## src/rtl/spi_frame_master.sv

```systemverilog
// rtl/spi_frame_master.sv - SPI mode-0 frame master, MSB first, with leading-bit MISO capture
module spi_frame_master #(
  parameter int CLK_DIV    = 2,
  parameter int FRAME_BITS = 32,
  parameter int READ_BITS  = 16,
  parameter int CS_SETUP   = 4,
  parameter int CS_HOLD    = 4,
  parameter int CS_IDLE    = 8
) (
  input  logic                  clk,
  input  logic                  rst_n,
  input  logic [FRAME_BITS-1:0] tx_data,
  input  logic                  tx_valid,
  output logic                  tx_ready,
  output logic [READ_BITS-1:0]  rx_data,
  output logic                  rx_valid,
  output logic                  busy,
  output logic                  SCK,
  output logic                  MOSI,
  input  logic                  MISO,
  output logic                  SSEL
);

  function automatic int max4(input int a, input int b, input int c, input int d);
    int m;
    m = a;
    if (b > m) m = b;
    if (c > m) m = c;
    if (d > m) m = d;
    return m;
  endfunction

  localparam int CW = $clog2(max4(CLK_DIV, CS_SETUP, CS_HOLD, CS_IDLE) + 1);
  localparam int BW = $clog2(FRAME_BITS + 1);

  if (CLK_DIV < 2) begin : g_bad_clk_div
    $error("spi_frame_master: CLK_DIV must be >= 2");
  end
  if (CS_IDLE < 4) begin : g_bad_cs_idle
    $error("spi_frame_master: CS_IDLE must be >= 4");
  end
  if (READ_BITS > FRAME_BITS) begin : g_bad_read_bits
    $error("spi_frame_master: READ_BITS must not exceed FRAME_BITS");
  end

  typedef enum logic [2:0] {IDLE, SETUP, LOW, HIGH, HOLD, GAP} state_t;

  state_t                state;
  logic [CW-1:0]         cnt;
  logic [BW-1:0]         bit_cnt;
  logic [FRAME_BITS-1:0] tx_shift;
  logic [READ_BITS-1:0]  rx_shift;

  always_ff @(posedge clk) begin
    if (!rst_n) begin
      state    <= IDLE;
      cnt      <= '0;
      bit_cnt  <= '0;
      tx_shift <= '0;
      rx_shift <= '0;
      rx_data  <= '0;
      rx_valid <= 1'b0;
      tx_ready <= 1'b0;
      busy     <= 1'b0;
      SCK      <= 1'b0;
      MOSI     <= 1'b0;
      SSEL     <= 1'b1;
    end else begin
      rx_valid <= 1'b0;
      case (state)
        IDLE: begin
          if (tx_valid && tx_ready) begin
            SSEL     <= 1'b0;
            MOSI     <= tx_data[FRAME_BITS-1];
            tx_shift <= tx_data;
            bit_cnt  <= '0;
            cnt      <= '0;
            busy     <= 1'b1;
            tx_ready <= 1'b0;
            state    <= SETUP;
          end else begin
            tx_ready <= 1'b1;
          end
        end
        SETUP: begin
          if (cnt == CW'(CS_SETUP - 1)) begin
            cnt   <= '0;
            state <= LOW;
          end else begin
            cnt <= cnt + 1'b1;
          end
        end
        LOW: begin
          if (cnt == CW'(CLK_DIV - 1)) begin
            cnt   <= '0;
            SCK   <= 1'b1;
            state <= HIGH;
          end else begin
            cnt <= cnt + 1'b1;
          end
        end
        HIGH: begin
          if (cnt == CW'(CLK_DIV - 1)) begin
            cnt     <= '0;
            SCK     <= 1'b0;
            bit_cnt <= bit_cnt + 1'b1;
            // Late sample: the slave only shifts after it has synchronised the previous fall.
            if (bit_cnt < BW'(READ_BITS))
              rx_shift <= (rx_shift << 1) | READ_BITS'(MISO);
            if (bit_cnt == BW'(FRAME_BITS - 1)) begin
              MOSI  <= 1'b0;
              state <= HOLD;
            end else begin
              tx_shift <= tx_shift << 1;
              MOSI     <= tx_shift[FRAME_BITS-2];
              state    <= LOW;
            end
          end else begin
            cnt <= cnt + 1'b1;
          end
        end
        HOLD: begin
          if (cnt == CW'(CS_HOLD - 1)) begin
            cnt      <= '0;
            SSEL     <= 1'b1;
            rx_data  <= rx_shift;
            rx_valid <= 1'b1;
            state    <= GAP;
          end else begin
            cnt <= cnt + 1'b1;
          end
        end
        GAP: begin
          if (cnt == CW'(CS_IDLE - 1)) begin
            cnt      <= '0;
            busy     <= 1'b0;
            tx_ready <= 1'b1;
            state    <= IDLE;
          end else begin
            cnt <= cnt + 1'b1;
          end
        end
        default: state <= IDLE;
      endcase
    end
  end

endmodule

```

## config.mk

```make
export PLATFORM = sky130hd
export DESIGN_NAME = spi_frame_master
export DESIGN_NICKNAME = d
export VERILOG_FILES = /design/src/rtl/spi_frame_master.sv
export SDC_FILE = /design/constraint.sdc
export NUM_CORES = 1
export LEC_CHECK = 0
export CAP_MARGIN = 20
export CORE_MARGIN = 2
export CORE_UTILIZATION = 57
export DETAILED_ROUTE_END_ITERATION = 16
export GPL_ROUTABILITY_DRIVEN = 0
export PLACE_DENSITY = 0.84
export SLEW_MARGIN = 10
export SYNTH_ARGS = -nofsm -noshare
export SYNTH_HDL_FRONTEND = slang
export SYNTH_SLANG_ARGS = --single-unit
```

## constraint.sdc

```tcl
create_clock -name clk -period 5.7 [get_ports clk]
set_input_delay 0.855 -clock clk [delete_from_list [all_inputs] [get_ports clk]]
set_output_delay 0.855 -clock clk [all_outputs]
set_load 0.01 [all_outputs]
```

==> reports/metrics.cfg <==
[die]
pin_count=58
die_w_um=83.4
initial_core_util_pct=60.0
dieArea_um2=6960
core-area_um2=5990
rows=28
fp.dieH_um=83.4

[timing]
finalCritPeriodShare_pct=49.4
slew_headroom_pct=31.5
fin_setup_tns_ns=0
finClkSkew_ns=0.0109
setup_ws_ns=2.89
clock.fmax_mhz=355
slew_violations=0
rsz0062_at_grt=false
fin_crit_ns=2.81
hold_violations=0
tightest_slew_ns=1.03
finalSetupViolCount=0

[detailed_routing]
route.vias.total=3280
drcViolationCount=0
ant_nets=0
dr.pass1.iters=5
dr.first_iter.drc_count=179
via_per_inst=6.01
routedWlPerCell_um=14.4
totalWireLength_mm=7.85

[clock_network]
clock_path_buffers=2
htree_num_levels=3
cts_setup_buffers=0
cts_tree=yes
cts_root_buf=clkbuf_8
cts.clk_slew.worst_paths_ns=0.09
cts_buffers=9
clkSinkCount=82
clock_latency_ns=0.35
cts_hold_buf=0
post_cts_resized=0

[critical_path]
cp-start-kind=flip-flop
crit_end=tx_shift[3]
path_class=reg2reg
r2r_slack_ns=2.89
crit_path_end_kind=flip-flop
arrival_ns=3.01
worstPathRequired_ns=5.90
reg2reg_depth=4
timing.critical_path.from=state[1]
critical_path.max_fanout=36
crit-reg2reg-launch=state[1]
reg2reg_to=tx_shift[3]

[power]
vdd_ir_drop_max_v=0.000175
cellLeakagePower_nw=1.63
cellPowerDensity_nw_per_um2=298

[global_route]
grt_util_all_layers_pct=22.5
grt_max_degree=74
grt-ovfl-total=0
antenna_found_initial=0
grt_pass1_vias=2872
grt_pass1_wl_mm=13.2

[place]
io_buffers=57
placed_area_um2=4120
dp_hpwl_mm=4.98
dp_slack_ns=2.48

[finish]
layout_commonest_cell=nand2_1
area_growth_pct=20.4
final_cell_mix=104 x nand2_1, 82 x dfxtp_1, 60 x a21oi_1
drive_gt1_share_pct=5.73
fin_area_um2=4330
diodes=0
final_nets=505

[logic_synthesis]
syn_area_per_cell_um2=8.36
yosys_register_bits=82
seq_area_frac_synth_pct=45.7
ys_types=50
async_reset_ff_share_pct=0
synth_ff_type=dfxtp_1
synth_edf_count=0
yosysWarnings=0
mappedNetlistArea_um2=3590
synthCells=430
synth_nets=469

[min_path]
hold_class=reg2reg

[job]
maxCapViolCount=0

[status]
status=finished, final reports clean

[Yosys cell counts (all sizes together), types with 2 or more instances]
cell    instances  area, um2
nand2         104        390
dfxtp          82       1640
a21oi          60        300
a311oi         31        272
nor2           23       86.3
clkbuf         22       82.6
mux2i          17        170
buf            14       75.1
nand3           7       35.0
o21ai           7       35.0
inv             6       22.5
o31ai           5       37.5
or4             5       37.5
or3             4       25.0
a211oi          3       22.5
ha              3       37.5
nor3            3       20.0
nor3b           3       27.5
and3b           2       17.5
nand2b          2       12.5
nand3b          2       27.5
nor2b           2       12.5
nor4            2       27.5
o221ai          2       17.5
or3b            2       20.0
[power breakdown]
part	total, mW	switching [mW]	internal (mW)	leakage (nW)
sequential	0.664	0.0434	0.621	0.666
clock	0.384	0.213	0.172	0.0859
combinational	0.242	0.125	0.117	0.882
[registers in the layout (all words and copies together), names as in the netlist]
signal    cells
tx_ready      1
rx_data      16
SSEL          1
tx_shift     31
MOSI          1
SCK           1
rx_shift     16
state         3
rx_valid      1
bit_cnt       6
busy          1
cnt           4
[how the worst min path moves through the flow]
stage | startpoint | endpoint | slack (ns) | depth (start not counted)
2_1_floorplan | rx_shift[15] | rx_shift[15] | 0.44 | 2
3_3_place_gp | rx_shift[15] | rx_shift[15] | 0.44 | 2
3_5_place_dp | rx_shift[15] | rx_shift[15] | 0.45 | 2
4_1_cts | rx_shift[15] | rx_shift[15] | 0.46 | 2
5_1_grt | rx_shift[15] | rx_shift[15] | 0.47 | 2
6_report | rx_shift[15] | rx_shift[15] | 0.46 | 2
[cell families after synthesis]
kind of cell             share of synthesized area [%]
AO/OA/AOI/OAI                                     21.4
buffers and inverters                             5.01
flip-flops                                        45.7
adder cells (fa/ha/maj)                           1.32
XOR/XNOR                                         0.244
multiplexers                                      4.74
AND/OR/NAND/NOR                                   21.6
[worst max-delay path, cell delays in order (launching register included)]
cell and delay [ns]:
dfxtp_1 0.73, nand3b_4 0.46, or4_1 1.08, a21oi_1 0.31, a311oi_1 0.08
[per-layer routing]
| layer | part of all wire, % | vias up | track usage, % | wire [um] |
|---|---|---|---|---|
| met5 | 0 | - | 0 | 0 |
| met4 | 0.78 | 0 | 7.30 | 61 |
| met3 | 4.8 | 5 | 5.37 | 375 |
| met2 | 48 | 92 | 35.6 | 3740 |
| met1 | 47 | 1570 | 30.2 | 3670 |
| li1 | - | 1613 | - | - |
[final cells by class]
cell class	instances	area [um2]
clock buffer	11	141
multi-input combinational	306	1770
fill	456	1660
tap	75	93.8
timing repair buffer	61	616
sequential	82	1640
inverter	6	22.5
clock inverter	5	37.5
[stage by stage]
stage / power (mW) / std cells / util, % / hold WS, ns
after floorplan: 0.834 / 430 / - / 0.436
after global placement: 0.896 / 528 / 68.7 / 0.442
after detailed placement: 0.906 / 528 / 68.7 / 0.448
after CTS: 1.29 / 544 / 71.7 / 0.460
after global routing: 1.35 / 546 / 72.2 / 0.474
final: 1.29 / 546 / 72.2 / 0.459
Power figures use the tool's default switching activity.
